===== src/rtl/usb_upload_sched.sv =====
// usb_upload_sched: arbitrates ADC and frequency uploads into packets on the shared USB upload FIFO
module usb_upload_sched #(
    parameter int unsigned ADC_LEN  = 1024,
    parameter logic [7:0]  HDR_BYTE = 8'hA5
) (
    input  logic        clk,
    input  logic        reset_n,
    input  logic        adc_req,
    input  logic [7:0]  adc_data,
    input  logic        freq_req,
    input  logic [31:0] freq_res,
    input  logic [31:0] freq_high,
    input  logic [31:0] freq_low,
    input  logic        fifo_full,
    output logic        fifo_wr,
    output logic [7:0]  fifo_wdata,
    output logic        adc_done,
    output logic        freq_done,
    output logic        busy
);
    typedef enum logic [2:0] {IDLE, HDR, TYPE, LEN_H, LEN_L, PAYLOAD, DONE} state_t;

    localparam logic [15:0] ADC_LEN16 = 16'(ADC_LEN);

    state_t      state_q, state_d;
    logic        adc_pend_q, adc_pend_d;
    logic        freq_pend_q, freq_pend_d;
    logic        last_q, last_d;
    logic [95:0] snap_q, snap_d;
    logic [15:0] cnt_q, cnt_d;
    logic        grant, grant_freq;
    logic [15:0] len;
    logic [6:0]  lsb;

    // State, pending flags, grant history, snapshot and byte counter
    always_ff @(posedge clk or negedge reset_n) begin
        if (!reset_n) begin
            state_q     <= IDLE;
            adc_pend_q  <= 1'b0;
            freq_pend_q <= 1'b0;
            last_q      <= 1'b1;
            snap_q      <= '0;
            cnt_q       <= '0;
        end else begin
            state_q     <= state_d;
            adc_pend_q  <= adc_pend_d;
            freq_pend_q <= freq_pend_d;
            last_q      <= last_d;
            snap_q      <= snap_d;
            cnt_q       <= cnt_d;
        end
    end

    // Arbitration; last_q doubles as the source of the packet in flight (1 = FREQ)
    always_comb begin
        grant       = (state_q == IDLE) & (adc_pend_q | freq_pend_q);
        grant_freq  = freq_pend_q & (~adc_pend_q | ~last_q);
        adc_pend_d  = (adc_pend_q & ~(grant & ~grant_freq)) | adc_req;
        freq_pend_d = (freq_pend_q & ~(grant & grant_freq)) | freq_req;
        last_d      = grant ? grant_freq : last_q;
        snap_d      = (grant & grant_freq) ? {freq_res, freq_high, freq_low} : snap_q;
        cnt_d       = (state_q == LEN_L) ? 16'd0 :
                      (state_q == PAYLOAD && fifo_wr) ? cnt_q + 16'd1 : cnt_q;
    end

    // Next state: header states step on each accepted write, payload ends on the last byte
    always_comb begin
        state_d = state_q;
        case (state_q)
            IDLE:                     state_d = grant ? HDR : IDLE;
            HDR, TYPE, LEN_H, LEN_L:  state_d = fifo_wr ? state_t'(state_q + 3'd1) : state_q;
            PAYLOAD:                  state_d = (fifo_wr && cnt_q == len - 16'd1) ? DONE : PAYLOAD;
            default:                  state_d = IDLE;
        endcase
    end

    // Outputs: FIFO write strobe and byte mux, done pulses, busy
    always_comb begin
        len        = last_q ? 16'd12 : ADC_LEN16;
        lsb        = {4'd11 - cnt_q[3:0], 3'b000};
        busy       = state_q != IDLE;
        fifo_wr    = (state_q inside {HDR, TYPE, LEN_H, LEN_L, PAYLOAD}) & ~fifo_full;
        adc_done   = (state_q == DONE) & ~last_q;
        freq_done  = (state_q == DONE) & last_q;
        fifo_wdata = 8'h00;
        case (state_q)
            HDR:     fifo_wdata = HDR_BYTE;
            TYPE:    fifo_wdata = last_q ? 8'h02 : 8'h01;
            LEN_H:   fifo_wdata = len[15:8];
            LEN_L:   fifo_wdata = len[7:0];
            PAYLOAD: fifo_wdata = last_q ? snap_q[lsb +: 8] : adc_data;
            default: fifo_wdata = 8'h00;
        endcase
    end
endmodule


===== config.mk =====
export PLATFORM = sky130hd
export DESIGN_NAME = usb_upload_sched
export DESIGN_NICKNAME = d
export VERILOG_FILES = /design/src/rtl/usb_upload_sched.sv
export SDC_FILE = /design/constraint.sdc
export NUM_CORES = 1
export LEC_CHECK = 0
export BUFFER_PORTS_ARGS = -buffer_cell sky130_fd_sc_hd__buf_4
export CAP_MARGIN = 0
export CORE_ASPECT_RATIO = 0.75
export CORE_UTILIZATION = 37
export CTS_CLUSTER_SIZE = 8
export DETAILED_ROUTE_END_ITERATION = 7
export GPL_TIMING_DRIVEN = 0
export SKIP_LAST_GASP = 1
export SYNTH_ARGS = -nofsm -noshare
export SYNTH_HDL_FRONTEND = slang
export SYNTH_SLANG_ARGS = --single-unit

===== constraint.sdc =====
create_clock -name clk -period 5.3 [get_ports clk]
set_input_delay 0.53 -clock clk [delete_from_list [all_inputs] [get_ports clk]]
set_output_delay 0.53 -clock clk [all_outputs]
set_load 0.02 [all_outputs]

* Word level (Yosys, flattened, before mapping) *
Cells that the tools add are included.

storage, ports and cells
  bits in registers = 118
  output and inout port bits = 12
  logic and storage cells = 55

cells by class
  $add $sub $neg = 4
  equal/unequal tests = 8
  shift-type cells = 1
  mux-type cells = 10
  bitwise operators = 19
  reduce and logical (&&, ||, !) cells = 7

operator list
  cell                                                                    number
  96-bit by 8-bit indexed part select with 8-bit output                   1
  8-bit case mux with 5 select lines                                      1
  16-bit two-way mux                                                      2
  16-bit by 1-bit adder with 16-bit output (second input constant)        1
  16-bit equality test                                                    1
  16-bit by 1-bit subtractor with 16-bit output (second input constant)   1
  11-bit two-way mux                                                      1
  1-bit bitwise AND                                                       9
  3-bit equality test (second input constant)                             3
  3-bit case mux with 3 select lines                                      1
  8-bit two-way mux                                                       1
  3-bit by 2-bit equality test with 1-bit output (second input constant)  2
  1-bit NOT                                                               6
  5-bit nonzero test                                                      1
  2-bit two-way mux                                                       2
  1-bit bitwise OR                                                        4
  4-bit OR reduction                                                      1
  4-bit subtractor (first input constant)                                 1
  3-bit by 1-bit adder with 3-bit output (second input constant)          1
  3-bit by 1-bit equality test with 1-bit output (second input constant)  1
  3-bit logical NOT                                                       1
  3-bit two-way mux                                                       1
  3-bit nonzero test                                                      1
  1-bit logical AND                                                       2
  3 further kinds                                                         3

* Longest topological paths before layout *
  depth after elaboration = 8
  depth in mapped cells = 9

* Worst setup path before layout *
OpenSTA, ideal clock, no wires.

  kind = register -> output
  start = reg state_q[2]
  end = out fifo_wdata[4]
  arrival = 1,959 ps
  required time = 4,770 ps
  slack = 2,811 ps
  stages on the path, launching flop included = 6
  buffers on the path = 2
  cells stage by stage = dfrtp_1 > buf_4 > buf_2 > clkinv_1 > ha_1 > nor4_1

between the ends
  word-level cells in the longest chain between the ends = 2
  elaborated cells on any way between the ends = 6
  those cells by class = eq/ne: 5; mux: 1

RTL lines
  item                                               RTL line  text
  start: declaration                                 25        state_t state_q, state_d;
  start signal: assignment                           45        state_q <= state_d;
  3-bit equality test, or another cell as far along  86        case (state_q)
  8-bit case mux with 5 select lines *               86
  end: declaration                                   16        output logic [7:0] fifo_wdata,

Every way passes the cells marked *; elsewhere a longest branch is shown, timed or not.

* Worst setup path after layout *
  start = reg state_q[2]
  end = out fifo_wdata[0]

The elaborated chain is that of the path after synthesis.

==> run_results.csv <==
group,metric,value,unit
outcome,status,"complete, no violations",
timing,max_freq,297,MHz
timing,setup-violations-final,0,
place,finalWeightedCongestion,0.891,
global_routing,antenna_found_initial,0,
floorplan,die_x,149,um
cts,cts_resized,0,
cts,postCtsHoldBufs,0,
cts,clk_pin_slew,60,ps
synthesis,syn_inst,452,
worst_setup_path,critPathMaxStageDelay,460,ps
timing,skew,10.3,ps
routing,routed_wl,15.9,mm
cts,clk_latency,420,ps
timing,fin_ws,1940,ps
cts,cts_sinks,118,
timing,relSlewSlack,0.520,
place,hpwl,11.7,mm
worst_setup_path,cp_cell_sequence,"buf_4 > buf_2 > clkinv_1 > ha_1 > nor2b_1 > o21ai_0 > a21oi_1 > buf_4",
pwr,switchingPower,1.81,mW
worst_setup_path,cpMostUsedCell,"buf_4",
pwr,comb_power_share,0.467,
worst_setup_path,cp_slowest_cell,"ha_1",
cts,cts_buffer_depth,2,
synthesis,synth_edf_count,0,
final_layout,stdcell_area,7840,um^2
floorplan,initial_core_util,0.386,
timing,worstMarginPinSlew,720,ps
pwr,power_leakage,3.47,nW
synthesis,syn_area,6010,um^2
synthesis,async_reset_ff_frac,1.00,
floorplan,rows,39,
timing,period_share,0.635,
cts,htreeDepth,4,
synthesis,ys_seq_area_frac,0.491,
timing,hold_viol_final,0,
routing,dr.pass1.iters,4,
synthesis,syn_nets,570,
global_routing,grt_max_degree,77,
synthesis,yosysUniqueCellTypes,56,
worst_setup_path,critPathMaxFanout,10,
timing,drv_slew,0,
place,place_area,7200,um^2
floorplan,ios,121,
global_routing,first_global_vias,4388,
worst_setup_path,crit_path_start_kind,"flip-flop",
timing,fin_tns_setup,0,ps
worst_setup_path,reg2reg_depth,9,
place,post-place-ws,2470,ps
final_layout,fin_util,0.504,
timing,rsz0062_at_grt,"no",
pwr,power_density,673,nW/um^2
worst_setup_path,cp.arrival,2830,ps
pwr,p_seq_frac,0.298,
pwr,power_frac_clock,0.236,
min_path,min_path_type,"in -> async",
synthesis,ys_seq_elements,118,
pwr,power.share.switching,0.343,
cts,cts_setup_buffers,0,
final_layout,drive_above_1_share,0.484,
final_layout,syn2layout_area_growth,30.3,%
routing,route.detailed.drc,0,
floorplan,core_area,15600,um^2
worst_setup_path,cp_data_required_time,4770,ps
worst_setup_path,crit_type,"reg -> out",
synthesis,synthFlopType,"dfrtp_1",
pwr,peakVddDrop,0.254,mV
routing,via_count,4246,
final_layout,nNetsFinal,710,
floorplan,die_area,16800,um^2
routing,wire_per_inst,19.7,um
final_layout,antennaDiodeCount,0,
global_routing,grt_use_total,0.203,
pwr,p_int,3.47,mW
routing,vias_per_cell,5.24,
cts,numCtsBuffers,17,
synthesis,yosysWarnings,0,
run,maxCapViolCount,0,
cts,cts_tree,"done",
timing,fin_crit,3360,ps
place,io_buffer_count,120,
worst_setup_path,cp-end-kind,"output port",
synthesis,avgSynthCellArea,13.3,um^2
global_routing,grt_pass1_wl,24.7,mm
floorplan,die-height,112,um
routing,drt_iter0_drc,196,
global_routing,grt_remaining_overflow,0,
cts,root_buffer,"clkbuf_16",
routing,ant_nets,0,
==> metrics by stage <==
step | total power [mW] | hold WS [ps] | std cells
2_1_floorplan | 3.35 | 234 | 452
3_3_place_gp | 3.98 | 479 | 777
3_5_place_dp | 4.05 | 479 | 778
4_1_cts | 5.31 | 33.4 | 810
5_1_grt | 5.58 | 48.1 | 810
6_report | 5.28 | 30.6 | 810
==> kinds of logic after synthesis <==
family,count (synthesis),synth area share
mux,125,0.286
flops,118,0.491
simple gates,92,0.0797
compound gates,60,0.0684
buf+inv,40,0.0447
fa+ha+maj,9,0.0187
xor+xnor,8,0.0117
==> critical path, delay by kind of cell (launching register included) <==
| family | cells | cell delay [ps] |
|---|---|---|
| AND/OR/NAND/NOR | 1 | 300 |
| buffers and inverters | 4 | 900 |
| flip-flops | 1 | 370 |
| adder cells (fa/ha/maj) | 1 | 460 |
| AO/OA/AOI/OAI | 2 | 380 |
==> registers in the layout (all words and copies together) (netlist names) <==
signal       flops
adc_pend_q       1
cnt_q           16
freq_pend_q      1
last_q           1
snap_q          96
state_q          3
==> power by group through the flow <==
stage          Sequential, mW  Clock [mW]  Combinational, mW
2_1_floorplan            1.49           0               1.86
3_3_place_gp             1.55           0               2.43
3_5_place_dp             1.58           0               2.47
4_1_cts                  1.57        1.26               2.48
5_1_grt                  1.62        1.31               2.65
6_report                 1.57        1.24               2.46
==> cells in the mapped netlist, types with 9 or more instances <==
| master | n | share of area |
|---|---|---|
| dfrtp_1 | 117 | 0.49 |
| mux2_2 | 97 | 0.18 |
| nor2_1 | 24 | 0.015 |
| nand2_1 | 19 | 0.012 |
| o21ai_0 | 18 | 0.015 |
| a21oi_1 | 14 | 0.012 |
| mux4_1 | 12 | 0.052 |
| mux4_2 | 12 | 0.045 |
| buf_6 | 10 | 0.019 |
| buf_2 | 9 | 0.0075 |
| ha_1 | 9 | 0.019 |
| inv_1 | 9 | 0.0056 |
==> placed cells by master, fill, tap and decap left out, drive strengths merged, types with 9 or more instances in the layout <==
cell,instances
clkbuf,24
mux2,97
a21oi,14
dfrtp,117
nand2,19
o21ai,18
mux4,24
inv,13
ha,9
buf,145
nor2,24
==> cell type report <==
| type | instances | area (um^2) |
|---|---|---|
| Multi-Input combinational cell | 294 | 2790 |
| Tap cell | 205 | 256 |
| Inverter | 11 | 41.3 |
| Clock inverter | 13 | 193 |
| Buffer | 29 | 228 |
| Sequential cell | 118 | 2950 |
| Clock buffer | 19 | 443 |
| Fill cell | 1361 | 7730 |
| Timing Repair Buffer | 121 | 932 |
==> worst paths after layout <==
path                            startpoint  slack (ps)             to
worst max register to register  state_q[2]        2820     state_q[0]
max in group asynchronous          reset_n        4540         last_q
worst min-delay path               reset_n          30      cnt_q[11]
worst min register to register  adc_pend_q         490         last_q
min in group clk                   adc_req         320     adc_pend_q
worst max-delay path            state_q[2]        1940  fifo_wdata[0]
==> layer usage <==
layer | part of all wire | vias to the layer above | track usage
met5 | 0 | - | 0
met4 | 0.012 | 0 | 0.0701
met2 | 0.45 | 153 | 0.302
li1 | - | 1968 | -
met3 | 0.086 | 20 | 0.0646
met1 | 0.46 | 2105 | 0.279
Power figures use the tool's default switching activity.
